File: src/rtl/led_pkg.sv
// Shared types for the LED status controller.
//   led_mode_e       : per-channel display mode (OFF / ON / BLINK / COUNT)
//   LED_DEFAULT_MODE : mode loaded into every channel by the INIT sweep
//   ctrl_state_e     : controller state (INIT sweep, then RUN)
//   pwm_cnt_w()      : PWM counter width; doubled when LED_GAMMA_EN is defined
package led_pkg;

  typedef enum logic [1:0] {
    LED_OFF   = 2'd0,
    LED_ON    = 2'd1,
    LED_BLINK = 2'd2,
    LED_COUNT = 2'd3
  } led_mode_e;

  localparam led_mode_e LED_DEFAULT_MODE = LED_COUNT;

  typedef enum logic {
    ST_INIT = 1'b0,
    ST_RUN  = 1'b1
  } ctrl_state_e;

  function automatic int pwm_cnt_w(input int pwm_bits);
`ifdef LED_GAMMA_EN
    return 2 * pwm_bits;
`else
    return pwm_bits;
`endif
  endfunction

endpackage

File: src/rtl/led_pwm.sv
// Per-channel LED output stage: decodes the mode, applies PWM dimming and
// registers the LED drive bit.
// Optional feature macro: LED_GAMMA_EN (quadratic brightness curve).
// Ports:
//   clk_pix, rst_n_pix : clock, async active-low reset
//   mode, level        : channel configuration
//   pwm_cnt            : shared free-running PWM counter (PCW bits)
//   blink_bit          : shared blink phase bit
//   count_bit          : this channel's legacy counter bit
//   led                : registered LED drive
module led_pwm
  import led_pkg::*;
#(
  parameter int PWM_BITS = 4,
  parameter int PCW      = PWM_BITS
) (
  input  logic                clk_pix,
  input  logic                rst_n_pix,
  input  led_mode_e           mode,
  input  logic [PWM_BITS-1:0] level,
  input  logic [PCW-1:0]      pwm_cnt,
  input  logic                blink_bit,
  input  logic                count_bit,
  output logic                led
);

  logic [PCW-1:0] thr;
  logic           pwm_on;
  logic           led_d;

`ifdef LED_GAMMA_EN
  // PCW is 2*PWM_BITS here, so level*level cannot overflow.
  assign thr = PCW'(level) * PCW'(level);
`else
  assign thr = PCW'(level);
`endif

  // Endpoints bypass the comparator: level 0 is dark, all-ones is solid on.
  always_comb begin
    pwm_on = 1'b0;
    if (level == '0)    pwm_on = 1'b0;
    else if (&level)    pwm_on = 1'b1;
    else                pwm_on = (pwm_cnt < thr);
  end

  always_comb begin
    led_d = 1'b0;
    case (mode)
      LED_OFF:   led_d = 1'b0;
      LED_ON:    led_d = pwm_on;
      LED_BLINK: led_d = pwm_on & blink_bit;
      LED_COUNT: led_d = count_bit;
      default:   led_d = 1'b0;
    endcase
  end

  always_ff @(posedge clk_pix or negedge rst_n_pix) begin
    if (!rst_n_pix) led <= 1'b0;
    else            led <= led_d;
  end

endmodule

File: src/rtl/led_status.sv
// LED status controller: per-channel OFF / PWM-dimmed ON / BLINK / legacy
// counter display, configured through a valid/ready write port.
// Optional feature macro: LED_GAMMA_EN (quadratic brightness curve).
// Ports:
//   clk_pix, rst_n_pix        : pixel clock, async active-low reset
//   cfg_valid / cfg_ready     : config write handshake
//   cfg_ch, cfg_mode, cfg_level : write target and payload
//   cfg_err                   : sticky, a write targeted a missing channel
//   led                       : registered LED drives
module led_status
  import led_pkg::*;
#(
  parameter int CHANNELS      = 8,
  parameter int PWM_BITS      = 4,
  parameter int PRESCALE_BITS = 23,
  localparam int CH_W         = (CHANNELS > 1) ? $clog2(CHANNELS) : 1
) (
  input  logic                clk_pix,
  input  logic                rst_n_pix,
  input  logic                cfg_valid,
  output logic                cfg_ready,
  input  logic [CH_W-1:0]     cfg_ch,
  input  led_mode_e           cfg_mode,
  input  logic [PWM_BITS-1:0] cfg_level,
  output logic                cfg_err,
  output logic [CHANNELS-1:0] led
);

  localparam int              PCW     = pwm_cnt_w(PWM_BITS);
  localparam logic [CH_W:0]   CH_LIM  = (CH_W+1)'(CHANNELS);
  localparam logic [CH_W-1:0] IDX_END = CH_W'(CHANNELS - 1);

  // Legacy counter split into prescaler and displayed part; together they
  // form one PRESCALE_BITS+CHANNELS bit counter that wraps to zero.
  logic [PRESCALE_BITS-1:0] cnt_lo;
  logic [CHANNELS-1:0]      cnt_hi;
  logic [PCW-1:0]           pwm_cnt;

  always_ff @(posedge clk_pix or negedge rst_n_pix) begin
    if (!rst_n_pix) begin
      cnt_lo  <= '0;
      cnt_hi  <= '0;
      pwm_cnt <= '0;
    end else begin
      cnt_lo  <= cnt_lo + 1'b1;
      if (&cnt_lo) cnt_hi <= cnt_hi + 1'b1;
      pwm_cnt <= pwm_cnt + 1'b1;
    end
  end

  // Controller FSM
  ctrl_state_e     state_q, state_d;
  logic [CH_W-1:0] idx_q;
  logic            init_wr;

  always_ff @(posedge clk_pix or negedge rst_n_pix) begin
    if (!rst_n_pix) state_q <= ST_INIT;
    else            state_q <= state_d;
  end

  always_comb begin
    state_d = state_q;
    case (state_q)
      ST_INIT: if (idx_q == IDX_END) state_d = ST_RUN;
      ST_RUN:  state_d = ST_RUN;
      default: state_d = ST_INIT;
    endcase
  end

  always_comb begin
    cfg_ready = (state_q == ST_RUN);
    init_wr   = (state_q == ST_INIT);
  end

  always_ff @(posedge clk_pix or negedge rst_n_pix) begin
    if (!rst_n_pix)   idx_q <= '0;
    else if (init_wr) idx_q <= idx_q + 1'b1;
  end

  // Config write mux: INIT sweep has priority (cfg_ready is low then anyway).
  logic                in_range;
  logic                wr_en;
  logic                bad_wr;
  logic [CH_W-1:0]     wr_ch;
  led_mode_e           wr_mode;
  logic [PWM_BITS-1:0] wr_lvl;

  assign in_range = ({1'b0, cfg_ch} < CH_LIM);

  always_comb begin
    wr_en   = 1'b0;
    bad_wr  = 1'b0;
    wr_ch   = idx_q;
    wr_mode = LED_DEFAULT_MODE;
    wr_lvl  = '1;
    if (init_wr) begin
      wr_en = 1'b1;
    end else if (cfg_valid && cfg_ready) begin
      if (in_range) begin
        wr_en   = 1'b1;
        wr_ch   = cfg_ch;
        wr_mode = cfg_mode;
        wr_lvl  = cfg_level;
      end else begin
        bad_wr  = 1'b1;
      end
    end
  end

  led_mode_e                          mode_q [CHANNELS];
  logic [CHANNELS-1:0][PWM_BITS-1:0]  level_q;

  always_ff @(posedge clk_pix or negedge rst_n_pix) begin
    if (!rst_n_pix) begin
      for (int i = 0; i < CHANNELS; i++) mode_q[i] <= LED_OFF;
      level_q <= '0;
      cfg_err <= 1'b0;
    end else begin
      for (int i = 0; i < CHANNELS; i++) begin
        if (wr_en && (wr_ch == CH_W'(i))) begin
          mode_q[i]  <= wr_mode;
          level_q[i] <= wr_lvl;
        end
      end
      if (bad_wr) cfg_err <= 1'b1;
    end
  end

  for (genvar g = 0; g < CHANNELS; g++) begin : g_ch
    led_pwm #(
      .PWM_BITS (PWM_BITS),
      .PCW      (PCW)
    ) u_pwm (
      .clk_pix   (clk_pix),
      .rst_n_pix (rst_n_pix),
      .mode      (mode_q[g]),
      .level     (level_q[g]),
      .pwm_cnt   (pwm_cnt),
      .blink_bit (cnt_hi[0]),
      .count_bit (cnt_hi[g]),
      .led       (led[g])
    );
  end

endmodule
File: config.mk
export PLATFORM = sky130hd
export DESIGN_NAME = led_status
export DESIGN_NICKNAME = d
export VERILOG_FILES = /design/src/rtl/led_pkg.sv /design/src/rtl/led_pwm.sv /design/src/rtl/led_status.sv
export SDC_FILE = /design/constraint.sdc
export NUM_CORES = 1
export LEC_CHECK = 0
export CELL_PAD_IN_SITES_DETAIL_PLACEMENT = 1
export CELL_PAD_IN_SITES_GLOBAL_PLACEMENT = 2
export CORE_UTILIZATION = 48
export CTS_CLUSTER_DIAMETER = 100
export CTS_CLUSTER_SIZE = 24
export DETAILED_ROUTE_END_ITERATION = 8
export DONT_BUFFER_PORTS = 1
export HOLD_SLACK_MARGIN = 0.02
export PLACE_DENSITY = 0.94
export RECOVER_POWER = 50
export SKIP_CTS_REPAIR_TIMING = 1
export SKIP_LAST_GASP = 1
export SYNTH_ARGS = -nofsm -noshare
export SYNTH_HDL_FRONTEND = slang
export SYNTH_HIERARCHICAL = 1
export SYNTH_SLANG_ARGS = --single-unit
export TNS_END_PERCENT = 5
File: constraint.sdc
create_clock -name clk_pix -period 6.1 [get_ports clk_pix]
set_input_delay 0.305 -clock clk_pix [delete_from_list [all_inputs] [get_ports clk_pix]]
set_output_delay 0.305 -clock clk_pix [all_outputs]
set_load 0.05 [all_outputs]
# [Yosys cells after proc, flatten, opt, wreduce, memory -nomap -nowiden]
# Cells that the tools add are included.
[word_totals] output_inout_bits=10 ff_bits=95 n_memories=0 ramBits=0 latch_bits=0 mem_bits_ro=0
[classes] n_mux=34 n_bitwise=9 add_sub_neg=4 mul=0 reduce_logical=35 div=0 n_eq_ne=32 shifts=0 n_lt_le_gt_ge=8
[op_table] cell="2-bit equality test, second input constant" count=16
[op_table] cell="4-bit zero test" count=8
[op_table] cell="4-bit < comparator" count=8
[op_table] cell="1-bit one-hot mux with 4 select lines" count=8
[op_table] cell="4-bit AND reduction" count=8
[op_table] cell="23-bit by 1-bit adder with 23-bit output, second input constant" count=1
[op_table] cell="23-bit AND reduction" count=1
[op_table] cell="1-bit two-way mux" count=19
[op_table] cell="2-bit by 1-bit equality test with 1-bit output, second input constant" count=8
[op_table] cell="2-bit zero test" count=8
[op_table] cell="3-bit equality test, second input constant" count=5
[op_table] cell="1-bit logical AND" count=9
[op_table] cell="8-bit by 1-bit adder with 8-bit output, second input constant" count=1
[op_table] cell="1-bit AND" count=8
[op_table] cell="4-bit two-way mux" count=2
[op_table] cell="3-bit by 2-bit equality test with 1-bit output, second input constant" count=2
[op_table] cell="3-bit two-way mux" count=2
[op_table] cell="4-bit by 1-bit adder with 4-bit output, second input constant" count=1
[op_table] cell="2-bit two-way mux" count=2
[op_table] cell="3-bit by 1-bit adder with 3-bit output, second input constant" count=1
[op_table] cell="3-bit by 1-bit equality test with 1-bit output, second input constant" count=1
[op_table] cell="3-bit zero test" count=1
[op_table] cell="1-bit one-hot mux with 2 select lines" count=1
[op_table] cell="1-bit inverter" count=1

# [Depth between registers and ports, before layout]
# Gate-level depths: netlist of the first run.
[depth] word_depth=5 mapped_depth=7

# [Cells and area by module]
# The synthesis of the first run kept the hierarchy.
[modules_own_cells] module="led_status" cells_each=266 area_each_um2=3627.2 n_inst=1 seq_area_each_um2=2177.1
[modules_own_cells] module="led_pwm" cells_each=18 area_each_um2=168.9 n_inst=8 seq_area_each_um2=25.0

# [Worst setup path before layout of the first run]
# OpenSTA, ideal clock, no wires.
[synth_path] kind="reg-to-reg" from="reg state_q (netlist: cfg_ready)" to="reg level_q[16] (netlist name)" n_path_buf=1 path_slack_ps=3995 setup_ps=125 t_required_ps=5975 arrival_time_ps=1980 path_stages_with_launch=6 path_cell_list="dfrtp_1 > and2_1 > buf_2 > mux2_2 > a21oi_2 > mux2_2"
[synth_between] elab_chain_cells=5 elab_cells_between_ends=9 classes_between="eq/ne: 1; mux: 6; reduce/logical: 2"
[synth_rtl] item="from (decl)" line="led_status.sv:52" source="ctrl_state_e state_q, state_d;"
[synth_rtl] item="from (signal assigned)" line="led_status.sv:58" source="else state_q <= state_d;"
[synth_rtl] item="1-bit logical AND" line="led_status.sv:98" source="end else if (cfg_valid && cfg_ready) begin"
[synth_rtl] item="3-bit two-way mux" line="led_status.sv:98"
[synth_rtl] item="3-bit two-way mux" line="led_status.sv:96" source="if (init_wr) begin"
[synth_rtl] item="3-bit equality test" line="led_status.sv:120" source="if (wr_en && (wr_ch == CH_W'(i))) begin"
[synth_rtl] item="1-bit logical AND" line="led_status.sv:120"
[synth_rtl] item="to (signal, indexed assignment)" line="led_status.sv:122" source="level_q[i] <= wr_lvl;"
[synth_rtl] item="to (decl)" line="led_status.sv:111" source="logic [CHANNELS-1:0][PWM_BITS-1:0] level_q;"
# Parallel ways exist; a longest one is shown, timed or not.
# A chain may end at the register's enable or synchronous reset.

# [Worst setup path in the final report of the first run]
[layout_path] from="reg state_q (netlist: cfg_ready)" to="reg level_q[18] (netlist name)"
# The elaborated chain is that of the path after synthesis.

==> results.txt, run 1 <==
----------------------------------------------------
[Route]
  DRT antenna net count ... 0
  Drt wl/cell ... between 15 and 20 um
  Router iterations before antenna repair ... 4
  Vias ... 3197
  Total DRC errors in the routed layout ... 0
  First-iteration detailed-routing DRC count ... roughly 140
  Vias per cell ... approximately 5.8
  Routed WL ... 10.5 mm

[Critical path]
  Series of cell instances along the critical path ... and2_1 -> mux2_2 -> a21oi_2 -> mux2_2
  Capturing element type of the critical path ... register
  Critical Path Source Type ... register
  Reg-to-reg critical path startpoint ... cfg_ready
  Crit path max fanout ... 15
  Slowest stage cell on the critical path ... sky130_fd_sc_hd__dfrtp_1
  Slowest Stage Delay on Critical Path ... around 0.9 ns
  Capture instance of the worst register-to-register path ... level_q[18]
  Startpoint-to-endpoint class of the critical path ... reg -> reg
  Worst reg-to-reg path cell count ... 4
  Buffering stage count on the worst path with inverters included ... 0
  Worst path required time ... 6.35 ns
  Signal arrival time at the worst endpoint ... 2.75 ns
  Cell with the most instances on the worst path ... sky130_fd_sc_hd__mux2_2
  Delay-heaviest family, CP ... flip-flops
  R2r setup slk ... 3.60 ns

[Die]
  Full die area ... 10800 um2
  Placeable core area ... 9910 um2
  Width of the die ... ~100 um
  Starting density of the core ... between 50% and 60%
  I/O pin count ... 22
  Overall die height ... 104 um
  Row cnt ... 36

[Power and ir drop]
  Leakage power of the design ... 2.42 nW
  Total chip power ... 1.38 mW
  Part of the power in combinational logic ... between 10% and 20%
  Clock share of power ... 31.7%
  IR drop worst, VDD ... 0.114 mV
  Cell-internal power ... 0.974 mW
  Net Sw Power ... 0.401 mW
  Register share of total power ... 55.9%
  Pwr per Cell Area ... 257 nW/um2
  Sw frac ... 29.2%

[Timing]
  Worst slew slack as a fraction of its limit ... between 30% and 40%
  Shortest clock period the worst path allows after layout ... 2.50 ns
  Tcrit/Tclk final ... 41.0%
  Number of setup violations in the final report ... 0
  Achievable clock frequency ... 399 MHz
  Setup skew after layout ... 0.0127 ns
  Slew @ Worst Pin ... 0.931 ns
  Unrepaired setup endpoints after global routing ... false
  Setup TNS Final ... 0 ns
  Number of endpoints with negative hold slack in the final report ... 0
  Count of pins over their slew limit ... 0

[Placement]
  Weighted congestion reported at the end of routability-driven placement ... 0.796
  Count of port buffers added during placement ... 0
  Half-perimeter wire length after placement ... 7.16 mm
  Placed Cells ... 537

[Status]
  Result of the run ... finished, final reports clean

[Global route]
  Pin count of the biggest net entering global routing ... 96
  Total congestion overflow ... 0
  Number of antenna violations at the first check in global routing ... 0
  All-Layer GR Usage ... 21.5%
  Number of global-route vias before repair ... approximately 3500
  Wire length of the first global-routing pass ... 18.2 mm

[Layout]
  P&R area growth vs syn ... 7.46%
  Count of antenna diodes in the layout ... 0
  Post-route insts no fill ... 555
  Number of filler cells placed in the layout ... 1023
  NumNets Final ... between 400 and 500
  Fraction of layout cells with a size suffix above 1 ... between 20% and 30%

[Min path]
  Endpoint of the worst hold path ... mode_q[7]
  Number of stages on the worst hold path ... 3
  Hold Crit Start ... cfg_ch[0]
  Hold Path Class ... in -> reg

[Run]
  MaxCap Viol Count ... 0

[Synth]
  Syn Nets ... roughly 450
  Post-synthesis sequential area ratio ... 47.8%
  Post-synthesis instance total ... 410
  Synth Register Bits ... between 90 and 100
  Netlist area before placement ... 4980 um2
  Number of warnings reported in the yosys synthesis log ... 6
  Synthesized area divided by synthesized cell count ... 12.1 um2
  Distinct cell type count of the synthesized netlist ... 42

[Clocking]
  Clock Latency Late Sink ... ~0.37 ns
  Clock root buffer ... sky130_fd_sc_hd__clkbuf_8
  TritonCTS clock tree ... done
  CTS clk-pin slew, worst paths ... about 0.1 ns
  Number of buffers on the longest clock path ... 2
  H-tree depth ... 3
  Cts bufs inserted ... 9
  CTS Sinks ... 95

----------------------------------------------------
-- Yosys cell counts (all sizes together) --
master | count | area [um2]
nor4b | 1 | 8.76
and3 | 3 | 18.8
a2111oi | 8 | 220
clkbuf | 2 | 7.51
and2 | 2 | 12.5
or3b | 1 | 8.76
nor4 | 2 | 18.8
or4 | 1 | 11.3
a311oi | 8 | 70.1
a221o | 8 | 80.1
conb | 1 | 3.75
nor2 | 12 | 45.0
ha | 29 | 363
o31ai | 1 | 7.51
nand4b | 2 | 17.5
or2 | 1 | 6.26
a22o | 1 | 8.76
xor2 | 13 | 114
xnor2 | 18 | 158
nand3b | 8 | 60.1
nand2b | 25 | 156
o22ai | 1 | 6.26
inv | 29 | 109
o21ai | 2 | 10.0
nand3 | 16 | 90.1
buf | 4 | 27.5
nand4 | 11 | 68.8
nand2 | 26 | 97.6
o21a | 8 | 60.1
nor3 | 8 | 51.3
nand4bb | 1 | 11.3
dfrtp | 95 | 2380
o32ai | 8 | 70.1
a21oi | 1 | 8.76
and4 | 1 | 8.76
mux2 | 52 | 586
-- through the flow --
stage | hold WS, ns | instance area, um2 | setup WS (ns) | util, %
floorplan | 0.00941 | 4980 | 3.99 | -
global placement | 0.0129 | 5110 | 3.66 | 51.6
detailed placement | 0.0114 | 5110 | 3.60 | 51.6
CTS | -0.400 | 5310 | 3.58 | 53.6
global route | 0.445 | 5350 | 3.41 | 54.0
finish | 0.445 | 5350 | 3.60 | 54.0
-- cell type report --
type | instances | area (um2) | share of cell area [%]
clock buffers | 9 | 124 | 2.32
clock inverters | 7 | 78.8 | 1.47
inverters | 29 | 109 | 2.03
multi-input cells | 280 | 2460 | 45.9
flip-flops and latches | 95 | 2380 | 44.4
well taps | 133 | 166 | 3.11
repair buffers | 2 | 37.5 | 0.702
-- worst reg2reg max path: cells and delay by family (launching register included) --
kind            cells  cell delay [ns]
compound gates      1             0.28
flops               1             0.89
mux                 2             0.80
simple gates        1             0.43
-- worst max-delay path by stage --
stage	start	end	slack, ns	cells past startpoint
6_report	cfg_ready	level_q[18]	3.60	4
5_1_grt	cfg_ready	level_q[17]	3.41	4
4_1_cts	cfg_ready	level_q[18]	3.58	4
3_5_place_dp	cfg_ready	mode_q[6]	3.60	4
3_3_place_gp	cfg_ready	mode_q[6]	3.66	4
2_1_floorplan	cfg_ready	level_q[16]	3.99	5
-- metal layers --
metal | GRT usage, % | part of all wire [%] | vias to the layer above
met5 | 0 | 0 | -
met4 | 5.61 | 0.71 | 0
met3 | 3.71 | 2.9 | 7
met2 | 35.8 | 49 | 41
met1 | 29.0 | 47 | 1647
li1 | - | - | 1502
-- kinds of logic after synthesis --
group                    count (synthesis)  synth area share (%)
other                                    1                0.0753
AO/OA/AOI/OAI                           46                  10.9
adder cells (fa/ha/maj)                 29                  7.29
AND/OR/NAND/NOR                        121                  13.9
flip-flops                              95                  47.8
buffers and inverters                   35                  2.89
multiplexers                            52                  11.8
XOR/XNOR                                31                  5.45
-- power by group through the flow --
stage | sequential [mW] | clock, mW | combinational [mW]
finish | 0.769 | 0.436 | 0.170
global placement | 0.777 | 0 | 0.145
CTS | 0.769 | 0.447 | 0.157
global route | 0.779 | 0.468 | 0.190
detailed placement | 0.782 | 0 | 0.155
floorplan | 0.765 | 0 | 0.131
-- placed cells by master, fill, tap and decap left out, types with 3 or more instances in the layout --
cell type and n:
sky130_fd_sc_hd__nand3_1 14, sky130_fd_sc_hd__o32ai_1 8, sky130_fd_sc_hd__clkbuf_8 9, sky130_fd_sc_hd__mux2_2 52, sky130_fd_sc_hd__nand3b_1 8, sky130_fd_sc_hd__inv_1 29, sky130_fd_sc_hd__o21a_1 8, sky130_fd_sc_hd__a221o_1 8
sky130_fd_sc_hd__nand2_1 26, sky130_fd_sc_hd__nor3_1 7, sky130_fd_sc_hd__and3_1 3, sky130_fd_sc_hd__a2111oi_4 8, sky130_fd_sc_hd__nand2b_1 25, sky130_fd_sc_hd__a311oi_1 8, sky130_fd_sc_hd__nor2_1 12, sky130_fd_sc_hd__dfrtp_1 95
sky130_fd_sc_hd__xnor2_1 18, sky130_fd_sc_hd__ha_1 29, sky130_fd_sc_hd__nand4_1 11, sky130_fd_sc_hd__xor2_1 13
-- sequential cells by signal (all words and copies together), names as in the netlist --
register        count
level_q            32
cnt_lo             23
mode_q             16
cnt_hi              8
g_ch.u_pwm/led      8
pwm_cnt             4
idx_q               3
cfg_ready           1
Power figures use the tool's default switching activity.
==> run 2: changes to the inputs <==
CORE_UTILIZATION = 44   (was 48)
PLACE_DENSITY = 0.88   (was 0.94)
clock period = 2.55 ns   (was 6.1 ns; I/O delays follow)
==> run 2 against run 1 <==
- final cell count rose by 1.6%
- register-to-register slack got worse by 3.1 ns
- non-clock buffer count rose by 2
- worst hold slack got worse by 0.17 ns
- combinational power rose by 140%
- critical path depth did not move
- worst setup slack got worse by 3.1 ns
- via count rose by 1.4%
- die area rose by 8.9%
- largest cell class unchanged
==> results.txt, run 2 (synthesis results as in run 1) <==
----------------------------------------------------
[Die]
  Overall die height ... 108 um (+4.4%)
  Starting density of the core ... 45.5% (-4.7 points)
  Full die area ... 11700 um2 (+8.9%)
  Row cnt ... 38 (+5.6%)
  I/O pin count ... 22 (unchanged)
  Width of the die ... 108 um (+4.4%)
  Placeable core area ... 10900 um2 (+10%)

[Global route]
  Wire length of the first global-routing pass ... 18.4 mm (+1.5%)
  Number of global-route vias before repair ... 3495 (+0.086%)
  Pin count of the biggest net entering global routing ... 96 (unchanged)
  All-Layer GR Usage ... 21.4% (-0.082 points)
  Number of antenna violations at the first check in global routing ... 0 (unchanged)
  Total congestion overflow ... 0 (unchanged)

[Clocking]
  CTS Sinks ... 95 (unchanged)
  Clock Latency Late Sink ... 0.35 ns (-0.02 ns)
  CTS clk-pin slew, worst paths ... 0.07 ns (-0.03 ns)
  Cts bufs inserted ... 9 (unchanged)
  Number of buffers on the longest clock path ... 2 (unchanged)
  TritonCTS clock tree ... done
  Clock root buffer ... sky130_fd_sc_hd__clkbuf_16
  H-tree depth ... 3 (unchanged)

[Timing]
  Shortest clock period the worst path allows after layout ... 2.08 ns (-0.419 ns)
  Number of endpoints with negative hold slack in the final report ... 0 (unchanged)
  Unrepaired setup endpoints after global routing ... false
  Setup skew after layout ... 0.00380 ns (-0.00888 ns)
  Number of setup violations in the final report ... 0 (unchanged)
  Achievable clock frequency ... 480 MHz (+20%)
  Count of pins over their slew limit ... 0 (unchanged)
  Tcrit/Tclk final ... 81.7% (+41 points)
  Worst slew slack as a fraction of its limit ... 12.7% (-24 points)
  Slew @ Worst Pin ... 1.31 ns (+0.378 ns)
  Least setup slack across all paths after layout ... 0.466 ns (-3.13 ns)
  Setup TNS Final ... 0 ns (unchanged)

[Layout]
  NumNets Final ... 460 (+0.44%)
  Register with the most flip-flops ... level_q
  Number of filler cells placed in the layout ... 1140 (+11%)
  Registers with the highest flip-flop counts ... level_q: 32 flops, cnt_lo: 23 flops, mode_q: 16 flops
  Top library cells by usage in the layout, fill and taps aside ... sky130_fd_sc_hd__dfrtp_1 (95), sky130_fd_sc_hd__mux2_2 (52), sky130_fd_sc_hd__inv_1 (29), sky130_fd_sc_hd__ha_1 (29), sky130_fd_sc_hd__nand2_1 (26)
  Number of flip-flops in the largest register ... 32 (unchanged)
  P&R area growth vs syn ... 10.4%
  Most frequent standard cell in the layout excluding fill and tap cells ... sky130_fd_sc_hd__dfrtp_1
  Fraction of layout cells with a size suffix above 1 ... 20.3% (+0.14 points)
  Count of antenna diodes in the layout ... 0 (unchanged)

[Route]
  Total DRC errors in the routed layout ... 0 (unchanged)
  Vias per cell ... 5.75 (-0.24%)
  First-iteration detailed-routing DRC count ... 115 (-15%)
  Routed WL ... 11.2 mm (+6.9%)
  DRT antenna net count ... 0 (unchanged)
  Router iterations before antenna repair ... 4 (unchanged)
  Drt wl/cell ... 19.9 um (+5.2%)
  Vias ... 3241 (+1.4%)

[Placement]
  Setup slack after placement ... 0.495 ns (-3.10 ns)
  Half-perimeter wire length after placement ... 7.39 mm (+3.3%)
  Count of port buffers added during placement ... 0 (unchanged)
  Weighted congestion reported at the end of routability-driven placement ... 0.780 (-2.0%)

[Min path]
  Hold Path Class ... in -> reg

[Power and ir drop]
  Leakage power of the design ... 2.50 nW (+3.0%)
  Pwr per Cell Area ... 689 nW/um2 (+170%)
  IR drop worst, VDD ... 0.367 mV (+220%)

[Critical path]
  Series of cell instances along the critical path ... and2_1 -> mux2_2 -> nand2_1 -> mux2_2
  Critical Path Source Type ... register
  Startpoint-to-endpoint class of the critical path ... reg -> reg
  Crit path max fanout ... 10 (-5)
  Worst path required time ... 2.78 ns (-3.57 ns)
  Capturing element type of the critical path ... register
  Signal arrival time at the worst endpoint ... 2.32 ns (-0.43 ns)
  Slowest stage cell on the critical path ... sky130_fd_sc_hd__dfrtp_1
  Slowest Stage Delay on Critical Path ... 0.48 ns (-0.41 ns)
  Cell with the most instances on the worst path ... sky130_fd_sc_hd__mux2_2

[Run]
  MaxCap Viol Count ... 0 (unchanged)

[Status]
  Result of the run ... finished, final reports clean

----------------------------------------------------
[run 2: cell count changes in the layout (fill, tap and decap cells not counted), sizes merged]
cell,delta
clkinv,-1
clkinvlp,-2
inv,-3
clkbuf,+6
bufinv,+1
buf,+1
[run 2: metrics by stage]
step	util, %	area [um2]	total power, mW	std cells	hold WS [ns]
2_1_floorplan	-	4980	2.14	410	-0.168
3_3_place_gp	46.9	5130	2.21	546	-0.166
3_5_place_dp	46.9	5130	2.24	546	-0.166
4_1_cts	50.1	5480	3.79	562	-0.541
5_1_grt	50.3	5500	3.95	564	0.278
6_report	50.3	5500	3.79	564	0.272
[run 2: layout make-up]
type	instances	area, um2	share of cell area (%)
multi-input combinational	280	2460	44.7
sequential	95	2380	43.3
clock buffer	14	284	5.17
tap	140	175	3.19
inverter	29	109	1.98
clock inverter	2	60.1	1.09
timing repair buffer	4	32.5	0.592
[run 2: report_power, final]
part / leakage, nW / switching, mW / internal (mW) / total, mW
logic: 1.22 / 0.184 / 0.217 / 0.402
clock network: 0.169 / 0.570 / 0.967 / 1.54
registers: 1.11 / 0.203 / 1.65 / 1.85
total: 2.50 / 0.958 / 2.83 / 3.79
[run 2: metal layers]
| metal | share of wire [%] | global-route usage (%) | vias up |
|---|---|---|---|
| met1 | 46 | 28.6 | 1663 |
| met5 | 0 | 0 | - |
| met2 | 49 | 34.3 | 64 |
| met4 | 1.6 | 8.40 | 0 |
| li1 | - | - | 1499 |
| met3 | 3.6 | 4.16 | 15 |
[run 2: worst paths after layout]
check / depth (start not counted) / from / endpoint / slack [ns]
worst max-delay path: 4 / cfg_ready / level_q[23] / 0.47
worst min-delay path: 3 / cfg_ch[2] / mode_q[7] / 0.27
worst max register to register: 4 / cfg_ready / level_q[23] / 0.47
worst min register to register: 1 / cnt_lo[15] / cnt_lo[15] / 0.47
max in group asynchronous: 2 / rst_n_pix / cnt_lo[14] / 1.08
min in group asynchronous: 2 / rst_n_pix / idx_q[2] / 0.61
[run 2: critical path: cells and delay by family, from the launching register on]
family	cells	cell delay [ns]
flops	1	0.48
mux	2	0.81
simple gates	2	0.67
==> run 3: changes to the inputs <==
ABC_AREA = 1   (was not set)
CORE_UTILIZATION = 38   (was 44)
PLACE_DENSITY = 0.89   (was 0.88)
clock period = 2.1 ns   (was 2.55 ns; I/O delays follow)
==> run 3 against run 2 <==
- final cell count rose by 59%
- die area rose by 24%
- the run now ends with negative hold slack left
- global-route usage rose by 0.094 points
- sequential share of layout area fell by 3.1 points
- clock power barely moved
- design area rose by 7.7%
- combinational power rose by 98%
- synthesized cell count rose by 71%
==> results.txt, run 3 <==
----------------------------------------------------
[Critical path]
  Capturing element type of the critical path ... register
  Reg-to-reg critical path startpoint ... cfg_ready
  Startpoint-to-endpoint class of the critical path ... reg -> reg
  Worst path required time ... 2.34 ns (-0.44 ns)
  Critical Path Source Type ... register
  Crit path max fanout ... 22 (+12)
  R2r setup slk ... 0.25 ns (-0.21 ns)
  Capture instance of the worst register-to-register path ... level_q[14]
  Signal arrival time at the worst endpoint ... 2.08 ns (-0.24 ns)
  Worst reg-to-reg path cell count ... 7 (+3)
  Crit path from ... cfg_ready
  Capturing element of the worst setup path ... level_q[14]

[Route]
  Vias ... 4483 (+38%)
  Vias per cell ... 5.00 (-13%)
  Routed WL ... 14.0 mm (+25%)
  First-iteration detailed-routing DRC count ... 217 (+89%)
  Router iterations before antenna repair ... 4 (unchanged)
  DRT antenna net count ... 0 (unchanged)
  Total DRC errors in the routed layout ... 0 (unchanged)
  Drt wl/cell ... 15.6 um (-21%)

[Synth]
  Distinct cell type count of the synthesized netlist ... 29 (-31%)
  Synthesized area divided by synthesized cell count ... 7.63 um2 (-37%)
  Number of warnings reported in the yosys synthesis log ... 6 (unchanged)
  Synth top area share ... 44.4% (-3.3 points)
  Most instantiated library cell after synthesis ... sky130_fd_sc_hd__nand2_1
  Syn Nets ... 742 (+65%)
  Cell types with the largest area share after synthesis ... sky130_fd_sc_hd__dfrtp_1 (44%), sky130_fd_sc_hd__nand2_1 (21%), sky130_fd_sc_hd__ha_1 (6.8%)
  Netlist area before placement ... 5350 um2 (+7.5%)
  Flip-flop cell with the highest count after synthesis ... sky130_fd_sc_hd__dfrtp_1
  Synth Register Bits ... 95 (unchanged)
  Post-synthesis sequential area ratio ... 44.4% (-3.3 points)
  Post-synthesis async set-or-reset flop share ... 100% (unchanged)
  Post-synth EDFFs ... 0 (unchanged)
  Most instantiated cells after synthesis ... sky130_fd_sc_hd__nand2_1 (301), sky130_fd_sc_hd__dfrtp_1 (95), sky130_fd_sc_hd__inv_1 (66), sky130_fd_sc_hd__nand3_1 (58), sky130_fd_sc_hd__nor2_1 (43)
  Post-synthesis instance total ... 701 (+71%)
  Dominant cell type by area after synthesis ... sky130_fd_sc_hd__dfrtp_1

[Run]
  MaxCap Viol Count ... 0 (unchanged)

[Timing]
  Least setup slack across all paths after layout ... 0.251 ns (-0.214 ns)
  Achievable clock frequency ... 541 MHz (+13%)
  Tcrit/Tclk final ... 88.0% (+6.3 points)
  Shortest clock period the worst path allows after layout ... 1.85 ns (-0.236 ns)
  Count of pins over their slew limit ... 0 (unchanged)
  Worst slew slack as a fraction of its limit ... 56.0% (+43 points)
  Setup TNS Final ... 0 ns (unchanged)
  Smallest hold slack ... -0.556 ns (-0.828 ns)
  Number of endpoints with negative hold slack in the final report ... 95 (+95)
  Number of setup violations in the final report ... 0 (unchanged)
  Unrepaired setup endpoints after global routing ... false
  Slew @ Worst Pin ... 0.660 ns (-0.650 ns)
  Setup skew after layout ... 0.00849 ns (+0.00468 ns)

[Placement]
  Setup slack after placement ... 0.328 ns (-0.166 ns)
  Half-perimeter wire length after placement ... 10.3 mm (+40%)
  Weighted congestion reported at the end of routability-driven placement ... 0.784 (+0.50%)
  Count of port buffers added during placement ... 0 (unchanged)
  Placed Cells ... 882 (+62%)

[Layout]
  Registers with the highest flip-flop counts ... level_q: 32 flops, cnt_lo: 23 flops, mode_q: 16 flops
  Fraction of layout cells with a size suffix above 1 ... 9.15% (-11 points)
  NumNets Final ... 758 (+65%)
  Register with the most flip-flops ... level_q
  Number of filler cells placed in the layout ... 1715 (+50%)
  Top library cells by usage in the layout, fill and taps aside ... sky130_fd_sc_hd__nand2_1 (301), sky130_fd_sc_hd__dfrtp_1 (95), sky130_fd_sc_hd__inv_1 (66), sky130_fd_sc_hd__nand3_1 (58), sky130_fd_sc_hd__nor2_1 (43)
  Most frequent standard cell in the layout excluding fill and tap cells ... sky130_fd_sc_hd__nand2_1
  Post-route insts no fill ... 897 (+59%)
  Count of antenna diodes in the layout ... 0 (unchanged)
  P&R area growth vs syn ... 10.5%
  Number of flip-flops in the largest register ... 32 (unchanged)

[Clocking]
  Cts bufs inserted ... 9 (unchanged)
  Clock Latency Late Sink ... 0.35 ns (about the same)
  CTS Sinks ... 95 (unchanged)
  Number of buffers on the longest clock path ... 2 (unchanged)
  Clock root buffer ... sky130_fd_sc_hd__clkbuf_16
  CTS clk-pin slew, worst paths ... 0.06 ns (about the same)
  TritonCTS clock tree ... done
  H-tree depth ... 3 (unchanged)

[Global route]
  Number of global-route vias before repair ... 4809 (+38%)
  Pin count of the biggest net entering global routing ... 96 (unchanged)
  Total congestion overflow ... 0 (unchanged)
  Wire length of the first global-routing pass ... 24.0 mm (+30%)
  Number of antenna violations at the first check in global routing ... 0 (unchanged)
  All-Layer GR Usage ... 21.5% (+0.094 points)

[Power and ir drop]
  Pwr per Cell Area ... 828 nW/um2 (+20%)
  Part of the power in combinational logic ... 16.3% (+5.7 points)
  IR drop worst, VDD ... 0.392 mV (+6.6%)
  Leakage power of the design ... 3.17 nW (+27%)
  Clock share of power ... 32.1% (-8.5 points)
  Cell-internal power ... 3.25 mW (+15%)
  Sw frac ... 33.6% (+8.3 points)
  Register share of total power ... 51.6% (+2.8 points)
  Net Sw Power ... 1.64 mW (+72%)

[Die]
  Full die area ... 14600 um2 (+24%)
  I/O pin count ... 22 (unchanged)
  Placeable core area ... 13500 um2 (+24%)
  Overall die height ... 121 um (+11%)
  Starting density of the core ... 39.6% (-5.9 points)
  Width of the die ... 121 um (+11%)
  Row cnt ... 42 (+11%)

[Min path]
  Hold Path Class ... in -> async

[Status]
  Result of the run ... finished, violations left
  Violations in the final reports ... negative hold slack

----------------------------------------------------
-- run 3: changes by cell type after synthesis, moves of 25 or more --
cell / delta
sky130_fd_sc_hd__nor2_1: +31
sky130_fd_sc_hd__nand3_1: +44
sky130_fd_sc_hd__nand2_1: +275
sky130_fd_sc_hd__inv_1: +37
sky130_fd_sc_hd__mux2_2: -52
sky130_fd_sc_hd__nand2b_1: -25
-- run 3: power by group through the flow --
stage | Sequential (mW) | Clock [mW] | Combinational (mW)
2_1_floorplan | 2.48 | 0 | 0.623
3_3_place_gp | 2.54 | 0 | 0.738
3_5_place_dp | 2.56 | 0 | 0.797
4_1_cts | 2.53 | 1.62 | 0.812
5_1_grt | 2.57 | 1.68 | 0.935
6_report | 2.53 | 1.57 | 0.796
-- run 3: cell families after synthesis --
logic type      after synthesis  share of synthesized area, %
simple gates                454                          36.9
flops                        95                          44.4
fa+ha+maj                    29                          6.78
other cells                   1                        0.0701
xor+xnor                     21                          3.44
compound gates               24                          2.60
buf+inv                      77                          5.75
-- run 3: how the worst min path moves through the flow --
stage,startpoint,endpoint,slack (ns)
3_5_place_dp,rst_n_pix,level_q[29],-0.19
2_1_floorplan,rst_n_pix,cfg_ready,-0.19
6_report,rst_n_pix,level_q[29],-0.56
4_1_cts,rst_n_pix,level_q[29],-0.57
3_3_place_gp,rst_n_pix,level_q[29],-0.19
5_1_grt,rst_n_pix,level_q[29],-0.57
-- run 3: area by class of cell --
type / instances / area, um2 / area share (%)
Clock buffer: 12 / 256 / 4.34
Clock inverter: 3 / 18.8 / 0.317
Inverter: 67 / 251 / 4.25
Multi-Input combinational cell: 529 / 2670 / 45.1
Sequential cell: 95 / 2380 / 40.2
Tap cell: 176 / 220 / 3.72
Timing Repair Buffer: 15 / 125 / 2.12
-- run 3: metal layers --
metal  GRT usage (%)  up-vias  part of all wire, %
met5               0        -                    0
met4            7.72        0                  2.1
met3            4.01       22                  3.0
met2            36.6       53                   49
met1            27.2     2188                   46
li1                -     2220                    -
-- run 3: worst max-delay path, stage by stage, from the launching register on --
cell	delay (ns)
sky130_fd_sc_hd__dfrtp_1	0.47
sky130_fd_sc_hd__nand2_4	0.18
sky130_fd_sc_hd__nand2_1	0.12
sky130_fd_sc_hd__o21ai_2	0.07
sky130_fd_sc_hd__nor2_4	0.43
sky130_fd_sc_hd__nand2_1	0.25
sky130_fd_sc_hd__nand2_1	0.14
sky130_fd_sc_hd__nand2_1	0.07
-- run 3: metrics by stage --
step                total power, mW  hold slack, ns  area [um2]  utilization, %
floorplan                      3.10          -0.191        5350               -
detailed placement             3.36          -0.186        5640            41.8
global placement               3.28          -0.185        5640            41.8
global route                   5.19          -0.573        5920            43.8
CTS                            4.96          -0.566        5920            43.8
finish                         4.90          -0.556        5920            43.8
